[src/rtl/reaction_timer_ctrl.sv]
// Reaction-timer game sequencer: triggers the starting line, waits for lights-out,
// times the player's reaction in tick units and keeps the best valid result.
module reaction_timer_ctrl #(
  parameter int TIME_W  = 14,
  parameter int TIMEOUT = 2000
) (
  input  logic              i_clk,
  input  logic              i_arst,
  input  logic              i_tick,
  input  logic              i_start,
  input  logic              i_react,
  input  logic              i_lineIdle,
  input  logic              i_lightsOut,
  input  logic              i_clearBest,
  output logic              o_trigger,
  output logic              o_busy,
  output logic              o_resultValid,
  output logic              o_falseStart,
  output logic              o_timeout,
  output logic [TIME_W-1:0] o_reactTime,
  output logic [TIME_W-1:0] o_bestTime
);

  typedef enum logic [2:0] {IDLE, ARMED, TIMING, RESULT, FAULT} state_t;

  localparam logic [TIME_W-1:0] LAST_TICK   = TIME_W'(TIMEOUT - 1);
  localparam logic [TIME_W-1:0] TIMEOUT_VAL = TIME_W'(TIMEOUT);

  state_t            state_reg;
  logic [TIME_W-1:0] count_reg;
  logic              start_ok;

  assign start_ok = i_start && i_lineIdle &&
                    ((state_reg == IDLE) || (state_reg == RESULT) || (state_reg == FAULT));

  always_ff @(posedge i_clk or posedge i_arst) begin
    if (i_arst) begin
      state_reg     <= IDLE;
      count_reg     <= '0;
      o_trigger     <= 1'b0;
      o_busy        <= 1'b0;
      o_resultValid <= 1'b0;
      o_falseStart  <= 1'b0;
      o_timeout     <= 1'b0;
      o_reactTime   <= '0;
      o_bestTime    <= '1;
    end else begin
      o_trigger <= 1'b0;
      // A best-time update later in this block overrides the clear.
      if (i_clearBest) o_bestTime <= '1;

      if (start_ok) begin
        state_reg     <= ARMED;
        o_trigger     <= 1'b1;
        o_busy        <= 1'b1;
        count_reg     <= '0;
        o_reactTime   <= '0;
        o_resultValid <= 1'b0;
        o_falseStart  <= 1'b0;
        o_timeout     <= 1'b0;
      end else begin
        case (state_reg)
          ARMED: begin
            if (i_react) begin
              state_reg    <= FAULT;
              o_falseStart <= 1'b1;
              o_busy       <= 1'b0;
            end else if (i_lightsOut) begin
              state_reg <= TIMING;
              count_reg <= '0;
            end
          end
          TIMING: begin
            if (i_react) begin
              state_reg     <= RESULT;
              o_resultValid <= 1'b1;
              o_busy        <= 1'b0;
              o_reactTime   <= count_reg;
              if (count_reg < o_bestTime) o_bestTime <= count_reg;
            end else if (i_tick && (count_reg == LAST_TICK)) begin
              state_reg   <= FAULT;
              o_timeout   <= 1'b1;
              o_busy      <= 1'b0;
              o_reactTime <= TIMEOUT_VAL;
            end else if (i_tick) begin
              count_reg <= count_reg + 1'b1;
            end
          end
          default: ;
        endcase
      end
    end
  end

endmodule

[config.mk]
export PLATFORM = sky130hd
export DESIGN_NAME = reaction_timer_ctrl
export DESIGN_NICKNAME = d
export VERILOG_FILES = /design/src/rtl/reaction_timer_ctrl.sv
export SDC_FILE = /design/constraint.sdc
export NUM_CORES = 1
export LEC_CHECK = 0
export ABC_AREA = 1
export CORE_UTILIZATION = 30
export CTS_CLUSTER_DIAMETER = 120
export DETAILED_ROUTE_END_ITERATION = 10
export MAX_ROUTING_LAYER = met4
export SKIP_LAST_GASP = 1
export SLEW_MARGIN = 40
export SYNTH_ARGS = -nofsm -noshare
export SYNTH_HDL_FRONTEND = slang
export SYNTH_SLANG_ARGS = --single-unit
[constraint.sdc]
create_clock -name i_clk -period 1.7 [get_ports i_clk]
set_input_delay 0.17 -clock i_clk [delete_from_list [all_inputs] [get_ports i_clk]]
set_output_delay 0.17 -clock i_clk [all_outputs]
set_load 0.1 [all_outputs]
==> summary.txt <==
STA
  – Final max-slew violation count: 0
  – # setup viols final: 14
  – Max_slew headroom: 77.8%
  – Fin. Hold Viols: 0
  – Fmax: 0.527 GHz
  – Slew at the pin closest to its max-slew limit: between 0.3 and 0.4 ns
  – Worst setup margin: -0.198 ns
  – Tmin final: 1.90 ns
  – RSZ-0062 raised after global routing: yes
  – Post-route clock period utilization: 112%
  – Clk_skew: about 0.0091 ns

Yosys
  – Register bit count reported by yosys: 50
  – Adder-cell share of the synthesized area: 6.03%
  – Async S/R FF share, synth: 100%
  – Mux contribution to synthesized area: 0%
  – Yosys warns: 0
  – Compound-Gate Fraction of Synth Area: 6.35%
  – Ys flop type: dfrtp_1
  – Seq/Total Area, Yosys: 40.8%
  – Mapped Area: 3110 um2
  – Yosys cell types: 33
  – Synth Area in XOR/XNOR: 0.844%
  – Post-synth EDFFs: 0
  – Simple-gate portion of the synthesized area: 36.6%
  – Syn Area/Cell: 7.25 um2
  – Syn_nets: 452
  – Synth Instances: 429
  – Main combinational cell family by area after synthesis: simple AND/OR/NAND/NOR gates

CTS
  – CTS buffer count: 5
  – Clock buffer depth: 2
  – Clock Pin Slew Worst Setup and Hold Paths: 0.09 ns
  – Clock root buffer: clkbuf_8
  – # hold bufs at CTS: 0
  – CTS Sinks: 50
  – Clk_lat worst skew: 0.31 ns
  – CTS H-Tree Depth: 2
  – CTS tree: yes

Power and ir drop
  – Seq pwr share: 24.9%
  – Leakage power: around 2.2 nW
  – Cell Int Power: 3.61 mW
  – Peak supply drop: 0.867 mV
  – Logic pwr share: approximately two thirds
  – Psw: 4.03 mW
  – P per Cell Area: 1660 nW/um2
  – Clock share of power: under 10%
  – Net switching share of the total power: 52.7%

Job
  – Max-Cap Viols: 0

Finish
  – Non-Filler Instances: 656
  – Final #Nets: about 550
  – Fin util: 46.4%
  – Fraction of layout cells with a size suffix above 1: about a third
  – Diodes inserted: 0
  – Fillcell total: approximately 960
  – Area Overhead vs Synth: 47.6%

Floorplan
  – Die Y: 104 um
  – Starting density of the core: 31.4%
  – Horiz. Die Dim: 104 um
  – Core Region: 9910 um2
  – # IOs: 41
  – Row count: 36
  – Die ar.: roughly 11,000 um2

Critical path
  – Reg2reg end: o_bestTime[11]$_DFF_PP1_
  – CP max FO: 6
  – Most used cell, CP: nand3_2
  – WP buf/inv: 4
  – Reg2reg path depth: 11
  – Worst reg2reg startpoint: o_bestTime[13]$_DFF_PP1_
  – Crit path max-delay family: simple AND/OR/NAND/NOR gates
  – Worst EP required: 1.95 ns
  – Setup CP Type: register to register
  – CP Cell Sequence: inv_2 -> ha_4 -> nand2_2 -> nor3b_2 -> nand3_2 -> nor2_4 -> buf_12 -> buf_8 -> nand3_2 -> nand2_1 -> inv_1
  – CP max stage delay: 0.63 ns
  – Nature of the critical path startpoint: register
  – R2R Setup Slk: -0.20 ns
  – Type of element capturing the critical path: register
  – Data arrival, critical path: 2.15 ns
  – Crit-path slowest cell: dfstp_4

Detailed routing
  – DR DRC count: 0
  – Detailed-route vias per instance: between 4 and 5
  – Detailed Routing Iterations Pass 1: 4
  – Antenna-violating nets left: 0
  – Initial DRC Count: 249
  – WL/cell: 12.9 um
  – Total Wirelength: between 8 and 9 mm
  – Routed vias: 3,050

Global route
  – Global route overflow: 0
  – Initial antenna violation count: 0
  – Largest net degree at the start of global routing: 51
  – First-pass GRT wire length: 13.7 mm
  – Gr usage total: 16.0%
  – Vias in the first global route: 2,878

Placement
  – Routability congestion estimate: roughly 0.89
  – Placed cell count: 643
  – Port-buffer cells: 40
  – Detailed Place HPWL: 6.18 mm

Worst hold path
  – Hold WC Path Type: primary input to async pin

Status
  – Failing checks: negative setup slack
  – Status: finished with violations
## placed cells by master, fill, tap and decap left out, types with 2 or more instances in the layout
master,count
dfstp_4,12
clkbuf_8,6
nand3_1,26
ha_4,7
nand2_1,136
o21ai_1,18
dfrtp_1,35
nor2_2,8
o21ai_2,3
nand4_1,12
nand3_2,10
buf_12,17
buf_6,5
nand3_4,5
dfstp_2,2
o21ai_0,9
nand2_2,4
a21oi_1,2
or2_2,3
nor2_1,40
inv_2,16
xor2_1,3
nand2_4,4
ha_1,7
nor2_4,3
buf_4,67
a21oi_2,2
clkdlybuf4s50_1,7
nand2_8,2
inv_1,40
## Yosys cell counts, types with 2 or more instances
master	count	area, um2
nand3_1	36	180
nor2_4	2	22.5
xor2_1	3	26.3
ha_1	15	188
inv_2	5	18.8
dfrtp_1	36	901
o21ai_0	14	70.1
or2_2	3	18.8
nor2_1	46	173
nand2_1	140	526
dfstp_2	14	368
inv_1	51	191
nand4_1	12	75.1
nand3_4	2	35.0
nand2_2	4	25.0
buf_2	6	30.0
buf_6	3	33.8
clkbuf_1	2	7.51
a21oi_1	4	20.0
o21ai_1	15	75.1
nand3_2	2	20.0
nor2_2	3	18.8
## area by class of cell
type                       instances  area [um2]  area share [%]
sequential                        50        1320            28.6
clock buffer                       6        82.6            1.80
multi-input combinational        312        1820            39.7
tap                              133         166            3.62
timing repair buffer              97         985            21.4
clock inverter                     2        11.3           0.245
inverter                          56         210            4.58
## layer usage
metal / share of wire, % / vias up / track usage [%] / wire [um]
li1: - / 1547 / - / -
met1: 45 / 1420 / 20.2 / 3800
met2: 50 / 68 / 26.5 / 4210
met3: 3.6 / 15 / 2.27 / 307
met4: 1.9 / 0 / 5.10 / 159
met5: 0 / - / - / 0
## worst reg2reg max path, cell delays in order, from the launching register on
cell	delay [ns]
dfstp_4	0.63
inv_2	0.04
ha_4	0.21
nand2_2	0.04
nor3b_2	0.21
nand3_2	0.15
nor2_4	0.14
buf_12	0.14
buf_8	0.12
nand3_2	0.07
nand2_1	0.06
inv_1	0.03
## power by group through the flow
stage	registers, mW	clock network [mW]	logic, mW
CTS	1.90	0.767	4.87
detailed placement	1.90	0	4.72
finish	1.90	0.744	5.00
global route	1.95	0.800	5.29
global placement	1.90	0	4.70
floorplan	3.84	0	1.29
## worst max-delay path by stage
stage	start	end	slack [ns]	depth (start not counted)
2_1_floorplan	o_bestTime[11]$_DFF_PP1_	o_bestTime[1]$_DFF_PP1_	-0.23	11
3_3_place_gp	o_bestTime[5]$_DFF_PP1_	o_bestTime[0]$_DFF_PP1_	-0.11	8
5_1_grt	o_bestTime[13]$_DFF_PP1_	o_bestTime[11]$_DFF_PP1_	-0.31	11
6_report	o_bestTime[13]$_DFF_PP1_	o_bestTime[11]$_DFF_PP1_	-0.20	11
4_1_cts	o_bestTime[7]$_DFF_PP1_	o_bestTime[9]$_DFF_PP1_	-0.14	12
3_5_place_dp	o_bestTime[1]$_DFF_PP1_	o_bestTime[5]$_DFF_PP1_	-0.17	10
## stage by stage
| stage | setup WS, ns | hold slack (ns) | TNS [ns] | area (um2) | total power, mW |
|---|---|---|---|---|---|
| after CTS | -0.137 | 0.240 | -1.50 | 4460 | 7.54 |
| after global placement | -0.106 | 0.465 | -2.77 | 4200 | 6.59 |
| after detailed placement | -0.168 | 0.472 | -3.85 | 4200 | 6.62 |
| final | -0.198 | 0.228 | -2.42 | 4590 | 7.64 |
| after floorplan | -0.235 | 0.306 | -2.95 | 3200 | 5.12 |
| after global routing | -0.313 | 0.260 | -3.86 | 4590 | 8.04 |
## cells by family (layout without fill, tap and decap cells)
| family | after synthesis | after routing |
|---|---|---|
| xor gates and xnor gates | 3 | 3 |
| DFF | 50 | 50 |
| buffers and inverters | 69 | 161 |
| and+or+nand+nor | 255 | 257 |
| AOI/OAI and AO/OA | 37 | 37 |
| adders and majority gates | 15 | 15 |
## what timing repair did
item,4_1_cts,5_1_grt
gates cloned,1,1
resized for setup,30,25
pin swaps,19,15
endpoints found under the setup margin,14,46
buffers inserted,1,2
Power figures use the tool's default switching activity.
